## src/rtl/solar_pkg.sv

```systemverilog
`default_nettype none
// ============================================================================
// Package    : solar_pkg
// Description: Shared types and default constants for the solar tracker
//              sweep logic and servo driver.
// Revision   : 1.0 - initial release
// ============================================================================
package solar_pkg;

   // Operating phase of the sweep/peak tracker
   typedef enum logic [1:0] {
      IDLE   = 2'd0,
      SWEEP  = 2'd1,
      RETURN = 2'd2
   } phase_t;

   // Servo steps per full sweep and clock cycles per servo step
   localparam int SWEEP_STEPS_DEF = 180;
   localparam int STEP_DIV_DEF    = 100000;

endpackage
`default_nettype wire

```

## src/rtl/step_tick.sv

```systemverilog
`default_nettype none
// ============================================================================
// Module     : step_tick
// Description: Servo step prescaler. Counts 0..STEP_DIV-1 while enabled and
//              emits a one-cycle tick on the terminal count. A low enable or
//              a high clear returns the count to zero.
// Revision   : 1.0 - initial release
// ============================================================================
module step_tick #(
   parameter int STEP_DIV = 100000
) (
   input  logic clk,
   input  logic rst_n,
   input  logic en,
   input  logic clr,
   output logic tick
);

   localparam int             CNT_W = (STEP_DIV > 1) ? $clog2(STEP_DIV) : 1;
   localparam logic [CNT_W-1:0] TERM = CNT_W'(STEP_DIV - 1);

   logic [CNT_W-1:0] div_cnt;

   // Free-running divider, held at zero while disabled or cleared
   always_ff @(posedge clk or negedge rst_n) begin
      if (!rst_n) begin
         div_cnt <= '0;
      end else if (clr || !en) begin
         div_cnt <= '0;
      end else if (div_cnt == TERM) begin
         div_cnt <= '0;
      end else begin
         div_cnt <= div_cnt + CNT_W'(1);
      end
   end

   // A clear in the same cycle suppresses the tick so no stale step leaks out
   assign tick = en && !clr && (div_cnt == TERM);

endmodule
`default_nettype wire

```

## src/rtl/sweep_max_tracker.sv

```systemverilog
`default_nettype none
// ============================================================================
// Module     : sweep_max_tracker
// Description: Counts servo steps during a horizontal/vertical sweep, records
//              the step index of peak irradiance, then counts back to it.
//              Produces the sweep-limit flags polled by the calibration FSM.
// Revision   : 1.0 - initial release
// ============================================================================
module sweep_max_tracker
   import solar_pkg::*;
#(
   parameter int SWEEP_STEPS = SWEEP_STEPS_DEF,
   parameter int STEP_DIV    = STEP_DIV_DEF,
   parameter int ADC_W       = 12,
   parameter int POS_W       = $clog2(SWEEP_STEPS + 1)
) (
   input  logic             CLK,
   input  logic             RST,
   input  logic             HS,
   input  logic             VS,
   input  logic             MC,
   input  logic             CNT_RST,
   input  logic [ADC_W-1:0] ADC_DATA,
   input  logic             ADC_VALID,
   output logic             CNT_L,
   output logic             CNT_D,
   output logic             CNT_RU,
   output logic [POS_W-1:0] MAX_POS,
   output logic [ADC_W-1:0] MAX_VAL
);

   localparam logic [POS_W-1:0] POS_END = POS_W'(SWEEP_STEPS);

   phase_t           phase;
   logic             hs_d;
   logic             vs_d;
   logic [POS_W-1:0] pos;
   logic [POS_W-1:0] max_pos;
   logic [ADC_W-1:0] max_val;
   logic             sweep_start;
   logic             tick;
   logic             tick_en;
   logic             tick_clr;

   // A new sweep starts on a rising edge of HS or VS, but not while the other
   // enable is already held (HS and VS together must not re-clear state)
   always_comb begin
      sweep_start = ((HS & ~hs_d) | (VS & ~vs_d)) & ~((HS & hs_d) | (VS & vs_d));
   end

   // One-cycle-delayed copies of the sweep enables for edge detection
   always_ff @(posedge CLK or negedge RST) begin
      if (!RST) begin
         hs_d <= 1'b0;
         vs_d <= 1'b0;
      end else begin
         hs_d <= HS;
         vs_d <= VS;
      end
   end

   assign tick_en  = (phase != IDLE);
   assign tick_clr = CNT_RST | sweep_start;

   step_tick #(
      .STEP_DIV (STEP_DIV)
   ) u_step_tick (
      .clk   (CLK),
      .rst_n (RST),
      .en    (tick_en),
      .clr   (tick_clr),
      .tick  (tick)
   );

   // Phase sequencing plus position/peak bookkeeping; CNT_RST beats a sweep
   // start, which beats tick and sample updates
   always_ff @(posedge CLK or negedge RST) begin
      if (!RST) begin
         phase   <= IDLE;
         pos     <= '0;
         max_pos <= '0;
         max_val <= '0;
      end else begin
         if (CNT_RST) begin
            phase <= IDLE;
         end else if (HS || VS) begin
            phase <= SWEEP;
         end else if (MC) begin
            phase <= RETURN;
         end else begin
            phase <= IDLE;
         end

         if (CNT_RST || sweep_start) begin
            pos     <= '0;
            max_pos <= '0;
            max_val <= '0;
         end else begin
            case (phase)
               SWEEP: begin
                  // Strict compare keeps the earliest position on ties; the
                  // captured position is the one before this cycle's step
                  if (ADC_VALID && (ADC_DATA > max_val)) begin
                     max_val <= ADC_DATA;
                     max_pos <= pos;
                  end
                  if (tick && (pos != POS_END)) begin
                     pos <= pos + POS_W'(1);
                  end
               end
               RETURN: begin
                  if (tick && (pos > max_pos)) begin
                     pos <= pos - POS_W'(1);
                  end
               end
               default: begin
               end
            endcase
         end
      end
   end

   // Flags decode from registers only so the FSM sees no loop through HS/VS/MC
   assign CNT_L   = (pos != POS_END);
   assign CNT_D   = (pos != POS_END);
   assign CNT_RU  = (pos > max_pos);
   assign MAX_POS = max_pos;
   assign MAX_VAL = max_val;

endmodule
`default_nettype wire
```

## config.mk

```make
export PLATFORM = sky130hd
export DESIGN_NAME = sweep_max_tracker
export DESIGN_NICKNAME = d
export VERILOG_FILES = /design/src/rtl/solar_pkg.sv /design/src/rtl/step_tick.sv /design/src/rtl/sweep_max_tracker.sv
export SDC_FILE = /design/constraint.sdc
export NUM_CORES = 1
export LEC_CHECK = 0
export ABC_AREA = 1
export CAP_MARGIN = 15
export CORE_MARGIN = 2
export CORE_UTILIZATION = 50
export DETAILED_ROUTE_END_ITERATION = 10
export GPL_TIMING_DRIVEN = 1
export PLACE_DENSITY = 0.76
export SLEW_MARGIN = 20
export SYNTH_ARGS = -nofsm -noshare
export SYNTH_HDL_FRONTEND = slang
export SYNTH_SLANG_ARGS = --single-unit
```

## constraint.sdc

```tcl
create_clock -name CLK -period 1.95 [get_ports CLK]
set_clock_uncertainty 0.2 [all_clocks]
set_input_delay 0.39 -clock CLK [delete_from_list [all_inputs] [get_ports CLK]]
set_output_delay 0.39 -clock CLK [all_outputs]
set_load 0.1 [all_outputs]
```

# After elaboration in Yosys (flattened, before gate mapping)
# Index checks and enable logic that the tools add are counted.
[classes]
n_reduce_logical = 16
eq_ne = 6
div_mod_pow = 0
bitwise_logic = 11
addsub = 3
shifts = 0
order_cmp = 2
mux = 15
multipliers = 0
[op_table]
columns = ["cell", "n"]
rows = [
  ["$mux 8", 6],
  ["$mux 12", 3],
  ["$mux 17", 2],
  ["$add 17x1->17 const B", 1],
  ["$eq 17x17->1 const B", 1],
  ["$pmux 8 s2", 1],
  ["$gt 12x12->1", 1],
  ["$add 8x1->8 const B", 1],
  ["$gt 8x8->1", 1],
  ["$ne 8x8->1 const B", 1],
  ["$sub 8x1->8 const B", 1],
  ["$mux 2", 3],
  ["$ne 3x3->1 const B", 2],
  ["$reduce_bool 2->1", 3],
  ["$and 1x1->1", 5],
  ["$logic_and 1x1->1", 5],
  ["$logic_or 1x1->1", 3],
  ["$not 1->1", 3],
  ["$or 1x1->1", 3],
  ["$reduce_and 3->1", 1],
  ["$reduce_bool 3->1", 1],
  ["$eq 2x1->1 const B", 1],
  ["$eq 2x2->1 const B", 1],
  ["$logic_not 1->1", 2],
  ["$reduce_and 2->1", 1],
]
[word_totals]
ff_bits = 49
input_bits = 19
latchBits = 0
romBits = 0
ramBits = 0
mem_count = 0

# Logic depth before layout (Yosys ltp)
# Gate-level depths: netlist of run 1.
[logic_depth]
ltp_word = 12
ltp_mapped = 12

# Cells and area by module
# Synthesis of run 1 repeated with hierarchy kept, for this count alone.
[unflattened]
cells_unflattened = 451
hier_area_um2 = 3342.0
[modules_own_cells]
columns = ["module", "n_inst", "cells_per_inst", "area_per_inst_um2", "seq_area_each_um2"]
rows = [
  ["sweep_max_tracker", 1, 313, 2304.7, 800.8],
  ["step_tick", 1, 138, 1037.2, 425.4],
]

# Worst setup path after synthesis of run 1
# OpenSTA, ideal clock, no wires.
[synth_timing]
path_type = "flip-flop to flip-flop"
start = "register max_pos[1], in the netlist MAX_POS[1]"
end = "register pos[0]"
slack_ns = -0.978
arrival_time_ns = 2.663
path_stages_with_launch = 13
required_time_ns = 1.685
cell_sequence = "dfrtp_1 inv_1 ha_1 inv_1 o21bai_1 nand2_1 nand2_1 nand2_1 a21oi_4 nand2_4 nand2_4 nand2_1 nand2_1"
[synth_via]
elab_chain_len = 4
[synth_rtl]
columns = ["element", "line", "source"]
rows = [
  ["from (decl)", "sweep_max_tracker.sv:38", "logic [POS_W-1:0] max_pos;"],
  ["from (signal assigned)", "sweep_max_tracker.sv:105", "max_pos <= pos;"],
  ["$gt 8x8->1", "--", ""],
  ["via CNT_RU", "sweep_max_tracker.sv:27", "output logic CNT_RU,"],
  ["$logic_and 1x1->1", "sweep_max_tracker.sv:112", "if (tick && (pos > max_pos)) begin"],
  ["$ne 3x3->1 (no line)", "--", ""],
  ["$reduce_and 3->1 (no line)", "--", ""],
  ["to (signal assigned)", "sweep_max_tracker.sv:108", "pos <= pos + POS_W'(1);"],
  ["to (signal assigned)", "sweep_max_tracker.sv:113", "pos <= pos - POS_W'(1);"],
  ["to (decl)", "sweep_max_tracker.sv:37", "logic [POS_W-1:0] pos;"],
]
# The timed path passes the listed nets, and every way through them passes these cells.
# A chain may end at the register's enable or synchronous reset.

# Worst setup path in the final report of run 1
[layout_timing]
start = "register max_pos[6], in the netlist MAX_POS[6]"
end = "output CNT_RU"
[layout_via]
elab_chain_len = 1
[layout_rtl]
columns = ["element", "line", "source"]
rows = [
  ["$gt 8x8->1", "sweep_max_tracker.sv:126", "assign CNT_RU = (pos > max_pos);"],
  ["to (decl)", "sweep_max_tracker.sv:27", ""],
]
# Every way passes these cells.

==> metrics.csv, run 1 <==
stage;metric;value;unit
logic_synthesis;Post-synth EDFFs;0;
timing;Worst Max-Slew Pin Slew;0.394;ns
critical_path;delay-heaviest family, CP;flip-flops;
logic_synthesis;Yosys Warn Count;0;
timing;Setup WS post-layout;-0.455;ns
power_and_ir_drop;pwr dens;517;nW/um^2
logic_synthesis;Post-Synth Simple-Gate Area;0.343;
power_and_ir_drop;Gate power share;0.250;
cts;Clock transition at path regs;0.10;ns
placement;IO Port Bufs;41;
run_status;failing checks;negative setup slack;
floorplan;Starting Density;0.513;
finish;P&R area growth vs syn;54.0;%
timing;Hold Fails Final Rpt;0;
finish;Non-Filler Instances;597;
finish;Layout Nets;566;
logic_synthesis;largest family of logic cells by synthesized area;simple AND/OR/NAND/NOR gates;
finish;antenna cell count;0;
logic_synthesis;mux share of post-synthesis cell area;0;
logic_synthesis;post-synth top area cell;dfrtp_1;
power_and_ir_drop;switching power;0.000769;W
logic_synthesis;ys flop type;dfrtp_1;
logic_synthesis;Syn Area/Cell;7.64;um^2
critical_path;critical path type;register to primary output;
floorplan;# IOs;42;
grt;gr ovfl total;0;
power_and_ir_drop;Clock power frac;0.342;
critical_path;max incr delay on CP;0.49;ns
logic_synthesis;Yosys reg bits;49;
timing;Worst slew margin;0.735;
route;first drt pass iteration count;4;
cts;CTS root buf;clkbuf_8;
timing;endpoints failing setup;22;
cts;clk_lat worst skew;0.32;ns
route;vias;3362;
logic_synthesis;ys async rst share;1.00;
logic_synthesis;sequential fraction of the synthesis area;0.379;
hold_path;min-delay worst type;register to register;
job;MaxCap Viol Count;0;
logic_synthesis;Compound-Gate Fraction of Synth Area;0.0525;
power_and_ir_drop;Pint;0.00181;W
timing;Final Critical Period;2.41;ns
route;wire per inst;16.4;um
grt;Tot GR Track Use;0.247;
critical_path;Critical-path top delay cell;dfrtp_4;
critical_path;crit start category;register;
logic_synthesis;post-synthesis instance total;424;
route;Via-to-Cell Ratio;5.63;
logic_synthesis;post-synthesis cell type count;32;
floorplan;site row count;29;
logic_synthesis;cell area after synthesis;3240;um^2
timing;Hold WS;0.265;ns
critical_path;Critical Path End Type;primary output;
power_and_ir_drop;peak supply drop;432;uV
floorplan;Die W;84.5;um
timing;Max Clk Rate;416;MHz
finish;fraction of layout cells with a size suffix above 1;0.375;
floorplan;die area;7140;um^2
critical_path;crit-path max FO;2;
power_and_ir_drop;sw frac;0.298;
logic_synthesis;Synth Area in Adders;0.110;
finish;Core Util, Final;0.790;
logic_synthesis;Mapped Nets;471;
run_status;outcome;complete, but fails checks;
placement;GPL Wtd Cong;0.885;
cts;CTS HTree Levels;2;
power_and_ir_drop;Leak;2.22;nW
grt;largest net degree at the start of global routing;50;
cts;CTS tree;yes;
logic_synthesis;fraction of synthesized cell area taken by the top area cell type;0.379;
grt;antenna violations before repair;0;
cts;CTS Buf Count;5;
floorplan;core footprint;6310;um^2
grt;number of global-route vias before repair;3204;
route;DRT iter0 DRCs;168;
critical_path;Worst Path Arrival;1.82;ns
cts;clock sink total;49;
timing;Slew Viols, Final;0;
cts;CTS Buffer Depth;2;
floorplan;die height;84.5;um
placement;Placed Instances;574;
logic_synthesis;fraction of synthesized cell area in xor and xnor cells;0.0297;
route;DRC;0;
critical_path;CP required;1.36;ns
power_and_ir_drop;Flop pwr share;0.408;
critical_path;WP buf/inv;2;
timing;Period Utilization, post-route;1.23;
route;antenna viol nets, final;0;
route;DRT Wirelength;9760;um
grt;first-pass GRT wire length;14500;um
logic_synthesis;top cells by area, synth;dfrtp_1 38%, nand2_1 11%, ha_1 10%;
critical_path;CP cell instances;inv_1, ha_1, nand2_2, nor2_4, nand3_1, nor2_2, a21oi_4, buf_12;
timing;RSZ-0062 raised after global routing;true;
placement;DP HPWL;5930;um
-- worst reg2reg max path: cells and delay by family (launching register included) --
family	cells	cell delay, ns
compound gates	1	0.06
fa+ha+maj	1	0.32
buf+inv	3	0.37
flops	1	0.42
simple gates	8	0.78
-- metal layers --
metal | track usage | up-vias | wire [um]
met5 | 0 | - | 0
met4 | 0.0620 | 0 | 246
met3 | 0.0403 | 22 | 488
met2 | 0.437 | 116 | 4930
met1 | 0.314 | 1636 | 4100
li1 | - | 1588 | -
-- metrics by stage --
| step | setup WS (ns) | power (W) | TNS (ns) | area [um^2] |
|---|---|---|---|---|
| 6_report | -0.455 | 0.00258 | -3.76 | 4990 |
| 5_1_grt | -0.529 | 0.00268 | -5.75 | 4990 |
| 4_1_cts | -0.382 | 0.00253 | -2.46 | 4850 |
| 3_5_place_dp | -0.412 | 0.00161 | -9.90 | 4480 |
| 3_3_place_gp | -0.387 | 0.00159 | -8.80 | 4480 |
| 2_1_floorplan | -0.561 | 0.00138 | -6.67 | 3490 |
-- power by group through the flow --
stage	Combinational (W)	Clock, W	Sequential [W]
floorplan	0.000261	0	0.00112
global placement	0.000524	0	0.00107
detailed placement	0.000535	0	0.00107
CTS	0.000597	0.000882	0.00105
global route	0.000683	0.000938	0.00105
finish	0.000644	0.000883	0.00105
-- cell type report --
type | instances | area (um^2)
tap | 77 | 96.3
clock buffer | 5 | 68.8
multi-input combinational | 304 | 2090
clock inverter | 3 | 65.1
sequential | 49 | 1300
inverter | 61 | 235
fill | 380 | 1320
timing repair buffer | 98 | 1130
-- cell usage in the layout (no fill, tap or decap), types with 3 or more instances in the layout --
cell type | Yosys | routed
dfrtp_1 | 49 | 29
xnor2_1 | 4 | 4
clkbuf_8 | 0 | 5
buf_4 | 1 | 43
inv_1 | 56 | 44
dlygate4sd2_1 | 0 | 12
xor2_1 | 7 | 7
o21ai_0 | 5 | 3
nor3_1 | 8 | 7
nand4_1 | 28 | 28
nand2_1 | 92 | 84
o21a_1 | 3 | 3
nor4_1 | 4 | 4
nor2_2 | 5 | 7
inv_2 | 5 | 15
buf_6 | 0 | 9
nor2_1 | 40 | 34
nand3_1 | 44 | 21
nand3_2 | 0 | 22
dfrtp_4 | 0 | 18
nand2_2 | 3 | 10
buf_12 | 0 | 27
o21ai_1 | 1 | 3
a21oi_2 | 0 | 3
nor2_4 | 3 | 7
a21oi_1 | 17 | 14
clkdlybuf4s50_1 | 0 | 5
ha_4 | 0 | 9
ha_1 | 27 | 18
-- cell families (layout without fill, tap and decap cells) --
family          count (synthesis)  count (layout)
compound gates                 29              29
xor+xnor                       11              11
fa+ha+maj                      28              28
buf+inv                        72             167
flops                          49              49
simple gates                  235             236
-- cells in the mapped netlist (3+ instances only) --
library cell / n
nor2_4: 3
nor3_1: 8
buf_2: 4
clkbuf_1: 5
nor2_1: 40
nand2_1: 92
nand4_1: 28
o21a_1: 3
nand3_1: 44
xnor2_1: 4
inv_2: 5
xor2_1: 7
nand2_2: 3
inv_1: 56
nor2_2: 5
nor4_1: 4
a21oi_1: 17
o21ai_0: 5
ha_1: 27
dfrtp_1: 49
-- repair_timing --
| item | in CTS | in global routing |
|---|---|---|
| pin swaps | 20 | 18 |
| hold endpoints to repair | 49 | 0 |
| setup buffers | 8 | 5 |
| hold buffers | 1 | 0 |
| cloned | 2 | 0 |
| setup endpoints to repair | 31 | 35 |
| resized for setup | 39 | 29 |
-- flip-flops by register name, indices dropped and copies added (netlist names) --
name                 count
hs_d                     1
MAX_POS                  8
u_step_tick.div_cnt     17
phase                    2
vs_d                     1
MAX_VAL                 12
pos                      8
-- final timing paths --
check	slack [ns]	start	endpoint	cells past startpoint
worst max-delay path	-0.46	MAX_POS[6]	CNT_RU	8
worst min register to register	0.27	u_step_tick.div_cnt[0]	u_step_tick.div_cnt[0]	1
min in group asynchronous	0.38	RST	u_step_tick.div_cnt[0]	3
worst min-delay path	0.27	u_step_tick.div_cnt[0]	u_step_tick.div_cnt[0]	1
max in group asynchronous	0.91	RST	MAX_VAL[10]	3
worst max register to register	-0.31	MAX_POS[6]	pos[3]	13
Power figures use the tool's default switching activity.
==> run 2, diff against run 1 <==
--- a/config.mk
+++ b/config.mk
@@ -6,6 +6,7 @@
 export NUM_CORES = 1
 export LEC_CHECK = 0
 export ABC_AREA = 1
+export ABC_CLOCK_PERIOD_IN_PS = 1950
 export CAP_MARGIN = 15
 export CORE_MARGIN = 2
 export CORE_UTILIZATION = 50
==> results of run 2 <==
No change in the layout: final DEF, timing and power equal those of run 1.
==> run 3, diff against run 2 <==
==> constraint.sdc (replaced) <==
create_clock -name CLK -period 1.95 [get_ports CLK]
set_clock_uncertainty 0.2 [all_clocks]
set_input_delay 0.39 -clock CLK [delete_from_list [all_inputs] [get_ports CLK]]
set_output_delay 0.39 -clock CLK [all_outputs]
set_load 0.02 [all_outputs]
==> run 3 against run 2 <==
Compared with the run above: the flow still finishes with violations (negative setup slack); setup slack improved by 0.053 ns; critical path depth increased by 1; sequential cell count unchanged; non-clock buffer count increased by 2; combinational power decreased by 10%; utilization decreased by 2.4 points; final area decreased by 3.0%; critical path type unchanged.
==> metrics.csv, run 3 (same netlist as run 1, synthesis figures left out) <==
stage;metric;value;unit;change
critical_path;Critical Path End Type;primary output;;
grt;met2 Use GR;0.416;;-0.0215
finish;Layout Nets;568;;+0.35%
cts;CTS tree;yes;;
route;DRT Wirelength;10700;um;+9.5%
placement;IO Port Bufs;41;;unchanged
placement;DP HPWL;5690;um;-4.1%
power_and_ir_drop;peak supply drop;361;uV;-16%
cts;clk_lat worst skew;0.32;ns;about the same
route;wire per inst;17.8;um;+9.1%
critical_path;crit-path max FO;2;;unchanged
timing;Worst Max-Slew Pin Slew;0.360;ns;-0.0347 ns
route;Via-to-Cell Ratio;5.71;;+1.4%
power_and_ir_drop;pwr dens;505;nW/um^2;-2.4%
grt;met3 Use GR;0.0413;;+0.000983
placement;placed cell area;4010;um^2;-11%
floorplan;die area;7140;um^2;unchanged
critical_path;worst r2r src;MAX_VAL[3];;
critical_path;R2R depth;10;;-3
timing;RSZ-0062 raised after global routing;true;;
power_and_ir_drop;Pint;0.00171;W;-5.6%
timing;setup TNS;-3.03;ns;+0.735 ns
power_and_ir_drop;sw frac;0.300;;+0.00139
finish;commonest cells after routing, fill and taps aside;74 x nand2_1, 49 x dfrtp_1, 45 x inv_1;;
critical_path;reg2reg setup slack;-0.16;ns;+0.15 ns
finish;fraction of layout cells with a size suffix above 1;0.335;;-0.0398
finish;fin area;4840;um^2;-3.0%
critical_path;Crit path top cell by count;nand2_1;;
route;DRC;0;;unchanged
grt;Tot GR Track Use;0.239;;-0.00785
grt;number of global-route vias before repair;3277;;+2.3%
timing;Max Clk Rate;425;MHz;+2.3%
critical_path;max incr delay on CP;0.39;ns;-0.10 ns
floorplan;die height;84.5;um;unchanged
finish;P&R area growth vs syn;49.4;%;
grt;met1 usage;0.298;;-0.0162
route;antenna viol nets, final;0;;unchanged
run_status;failing checks;negative setup slack;;
critical_path;CP endpoint;CNT_RU;;
route;DRT iter0 DRCs;223;;+33%
timing;Hold Fails Final Rpt;0;;unchanged
critical_path;critical path type;register to primary output;;
run_status;outcome;complete, but fails checks;;
grt;first-pass GRT wire length;14200;um;-2.2%
finish;Core Util, Final;0.766;;-0.0240
floorplan;site row count;29;;unchanged
power_and_ir_drop;Leak;2.40;nW;+8.0%
timing;Worst slew margin;0.758;;+0.0234
job;MaxCap Viol Count;0;;unchanged
cts;CTS Buf Count;5;;unchanged
grt;antenna violations before repair;0;;unchanged
power_and_ir_drop;Clock power frac;0.334;;-0.008
cts;Clock transition at path regs;0.10;ns;about the same
floorplan;core footprint;6310;um^2;unchanged
finish;Largest Register;u_step_tick.div_cnt;;
cts;CTS Buffer Depth;2;;unchanged
critical_path;Critical-path top delay cell;dfrtp_1;;
critical_path;CP required;1.36;ns;about the same
finish;max reg flops;17;;unchanged
cts;CTS HTree Levels;2;;unchanged
critical_path;CP cell instances;inv_1, ha_1, nand2_1, inv_1, nand2_1, nand2_1, nand2_2, a21oi_4, buf_6;;
grt;largest net degree at the start of global routing;50;;unchanged
finish;leading cell type in the layout, fill and taps excluded;nand2_1;;
timing;Setup WS post-layout;-0.402;ns;+0.0531 ns
floorplan;Starting Density;0.513;;unchanged
hold_path;min-delay worst type;input pin to register;;
placement;pre-CTS WS;-0.442;ns;-0.0297 ns
floorplan;# IOs;42;;unchanged
grt;gr busiest metal;met2;;
route;first drt pass iteration count;7;;+3
grt;gr ovfl total;0;;unchanged
power_and_ir_drop;Flop pwr share;0.429;;+0.021
cts;clock sink total;49;;unchanged
finish;antenna cell count;0;;unchanged
cts;CTS root buf;clkbuf_8;;
power_and_ir_drop;switching power;0.000731;W;-4.9%
placement;GPL Wtd Cong;0.904;;+2.1%
timing;endpoints failing setup;31;;+41%
timing;Period Utilization, post-route;1.21;;-0.0272
critical_path;Worst Path Arrival;1.76;ns;-0.06 ns
power_and_ir_drop;Gate power share;0.237;;-0.013
timing;Final Critical Period;2.35;ns;-0.0531 ns
timing;Slew Viols, Final;0;;unchanged
critical_path;crit start category;register;;
floorplan;Die W;84.5;um;unchanged
route;vias;3420;;+1.7%
critical_path;Setup crit start;MAX_POS[3];;
critical_path;worst r2r dst;MAX_VAL[6];;
## run 3: cell count changes in the layout (fill, tap and decap cells not counted), moves of 9 or more
cell	previous run	this run
buf_12	27	3
dfrtp_4	18	0
dlymetal6s2s_1	0	11
nand2_2	10	19
dfrtp_1	29	49
nand2_1	84	74
## run 3: power groups by stage
stage	clock [W]	combinational, W	sequential (W)
CTS	0.000792	0.000452	0.00105
global placement	0	0.000389	0.00106
floorplan	0	0.000192	0.00108
finish	0.000816	0.000578	0.00105
detailed placement	0	0.000399	0.00107
global route	0.000835	0.000614	0.00105
## run 3: worst min-delay path by stage
stage,start,to,depth (start not counted)
after floorplan,RST,MAX_POS[0],0
after global placement,RST,MAX_VAL[6],2
after detailed placement,RST,MAX_VAL[6],2
after CTS,u_step_tick.div_cnt[0],u_step_tick.div_cnt[0],1
after global routing,VS,vs_d,1
final,VS,vs_d,1
## run 3: critical path, delay by kind of cell (launching register included)
family                     cells  cell delay, ns
buffers and inverters          3            0.27
adders and majority gates      1            0.33
DFF                            1            0.39
and+or+nand+nor                4            0.30
AOI/OAI and AO/OA              1            0.15
## run 3: area by class of cell
class / instances / area [um^2]
multi-input cells: 304 / 2180
fillers: 377 / 1480
flip-flops and latches: 49 / 1230
repair buffers: 100 / 983
inverters: 61 / 236
well taps: 77 / 96.3
clock buffers: 6 / 82.6
clock inverters: 2 / 37.5
## run 3: timing repair
item | 4_1_cts | 5_1_grt
hold buffers | 1 | 0
endpoints found under the setup margin | 39 | 41
pin swaps | 25 | 33
setup buffers | 8 | 11
resized for setup | 77 | 86
endpoints found under the hold margin | 49 | 0
gates cloned | 1 | 4
## run 3: metrics by stage
stage / power (W) / std cells / hold WS [ns]
finish: 0.00244 / 599 / 0.0526
CTS: 0.00229 / 588 / 0.272
global placement: 0.00145 / 570 / 0.200
floorplan: 0.00127 / 424 / -0.106
global route: 0.00250 / 599 / 0.0656
detailed placement: 0.00146 / 570 / 0.200
## run 3: metal layers
metal  vias to the layer above  share of wire
met2                       147           0.52
met3                        39          0.060
met4                         0          0.035
met1                      1645           0.38
met5                         -              0
li1                       1589              -
==> RTL edit (config.mk and constraints of run 2) <==
Change the package constant `SWEEP_STEPS_DEF` from 180 to 90.
--- a/src/rtl/solar_pkg.sv
+++ b/src/rtl/solar_pkg.sv
@@ -15,7 +15,7 @@
    } phase_t;
 
    // Servo steps per full sweep and clock cycles per servo step
-   localparam int SWEEP_STEPS_DEF = 180;
+   localparam int SWEEP_STEPS_DEF = 90;
    localparam int STEP_DIV_DEF    = 100000;
 
 endpackage
Ports: changed (resized MAX_POS); port bits go from 42 to 41. The function was not compared with the original's and may differ.
==> RTL edit against run 2 <==
  * The run still ends with negative setup slack left
  * Synthesized area fell by 3.8%
  * Utilization up 1.1 points
  * Sequential cell count fell by 2
  * Worst setup slack improved by 25 ps
  * Routed wire length fell by 2.1%
  * Maximum frequency increased by 1.1%
  * Power decreased by 23%
  * Final area down 4.4%
  * Hold slack lost 2.8 ps
  * Critical endpoint unchanged
  * Largest cell class unchanged
  * Highest routed layer unchanged
==> RTL edit: results (changes against run 2) <==
status: finished, violations left
failing checks: negative setup slack
setup ws final: -430.1 ps (+25.22 ps)
delay of the slowest critical-path stage: 380 ps (-110 ps)
Distinct cells, synth: 33 (+3.1%)
Rel. slew slack: 69.04% (-4.4 points)
vias in the first global route: 3,238 (+1.1%)
drt via density: 5.555 (-1.4%)
HPWL after DPL: 5.806 mm (-2.1%)
synthesized area per cell: 7.639 um^2 (about the same)
# port buffers: 40 (-2.4%)
DR pass1 iterations: 5 (+1)
Initial DRC Count: 244 (+45%)
Final setup viols: 29 (+32%)
layout cells sized above 1: 36.15% (-1.4 points)
RD Place Congestion: 0.9108 (+2.9%)
LEAKAGE: 2.246 nW (+1.2%)
DR WL/cell: 16.37 um (+0.11%)
GRT Util Overall: 25.94% (+1.2 points)
CP delay by family, top: simple AND/OR/NAND/NOR gates
Synth top cells by count: nand2_1, inv_1, dfrtp_1
VDD IR max: 0.3053 mV (-29%)
# nets final: 553 (-2.3%)
CP max stage cell: dfrtp_1
worst skew pair latency: 300 ps (-20 ps)
cell-internal power: 1.395 mW (-23%)
register area share after synthesis: 37.74% (-0.12 points)
final cell count without fillers: 584 (-2.2%)
post-CTS setup buffer count: 10 (+2)
CP Data Arrival Time: 1790 ps (-30 ps)
Hold Crit Class: in -> async
## RTL edit: cell count changes in the layout (fill, tap and decap cells not counted), sizes merged, moves of 4 or more
cell   change
nand3      -4
buf        +5
a21oi      -6
nand4      +8
## RTL edit: per-layer routing
metal	part of all wire, %	GRT usage (%)	up-vias
li1	-	-	1535
met1	39	32.14	1537
met2	52	46.04	137
met3	4.9	3.777	35
met4	4.5	8.942	0
met5	0	0	-
## RTL edit: worst paths after layout
path | start | to | slack, ps | cells after the start
max | MAX_POS[3]$_DFFE_PN0P_ | CNT_RU | -430 | 8
min | RST | vs_d$_DFF_PN0_ | 260 | 2
max reg2reg | pos[2]$_DFFE_PN0P_ | pos[2]$_DFFE_PN0P_ | -150 | 12
min reg2reg | u_step_tick.div_cnt[0]$_DFF_PN0_ | u_step_tick.div_cnt[0]$_DFF_PN0_ | 260 | 1
max in group asynchronous | RST | MAX_VAL[11]$_DFFE_PN0P_ | 790 | 3
min in group CLK | u_step_tick.div_cnt[0]$_DFF_PN0_ | u_step_tick.div_cnt[0]$_DFF_PN0_ | 260 | 1
## RTL edit: metrics by stage
stage / TNS (ps) / setup slack, ps / power [mW] / hold slack [ps] / cell area (um^2)
CTS: -1372 / -279.7 / 1.963 / 254.4 / 4589
floorplan: -7865 / -763.4 / 1.178 / -105.6 / 3249
detailed placement: -10010 / -421.3 / 1.340 / 47.91 / 4254
finish: -2632 / -430.1 / 1.984 / 262.6 / 4772
global placement: -8546 / -383.7 / 1.332 / 44.52 / 4254
global route: -5490 / -468.1 / 2.058 / 268.4 / 4772
## RTL edit: power groups by stage
| stage | clock network [mW] | logic (mW) | registers (mW) |
|---|---|---|---|
| 5_1_grt | 0.663 | 0.400 | 0.995 |
| 6_report | 0.621 | 0.369 | 0.994 |
| 4_1_cts | 0.615 | 0.354 | 0.994 |
| 3_3_place_gp | 0 | 0.318 | 1.01 |
| 2_1_floorplan | 0 | 0.127 | 1.05 |
| 3_5_place_dp | 0 | 0.326 | 1.01 |
## RTL edit: area by class of cell
cell class                      instances  area, um^2  area share [%]
Multi-Input combinational cell        291        1986           41.61
Sequential cell                        47        1219           25.54
Timing Repair Buffer                  103        1154           24.17
Inverter                               60       230.2           4.824
Tap cell                               75       93.84           1.966
Clock buffer                            6       72.57           1.521
Clock inverter                          2       17.52          0.3671
## RTL edit: cell families (layout without fill, tap and decap cells)
group	Yosys count	after routing	share of synthesized area, %
AOI/OAI and AO/OA	17	17	2.850
xor gates and xnor gates	10	10	2.810
adders and majority gates	26	26	10.68
buffers and inverters	72	171	9.554
DFF	47	47	37.74
and+or+nand+nor	236	238	36.37
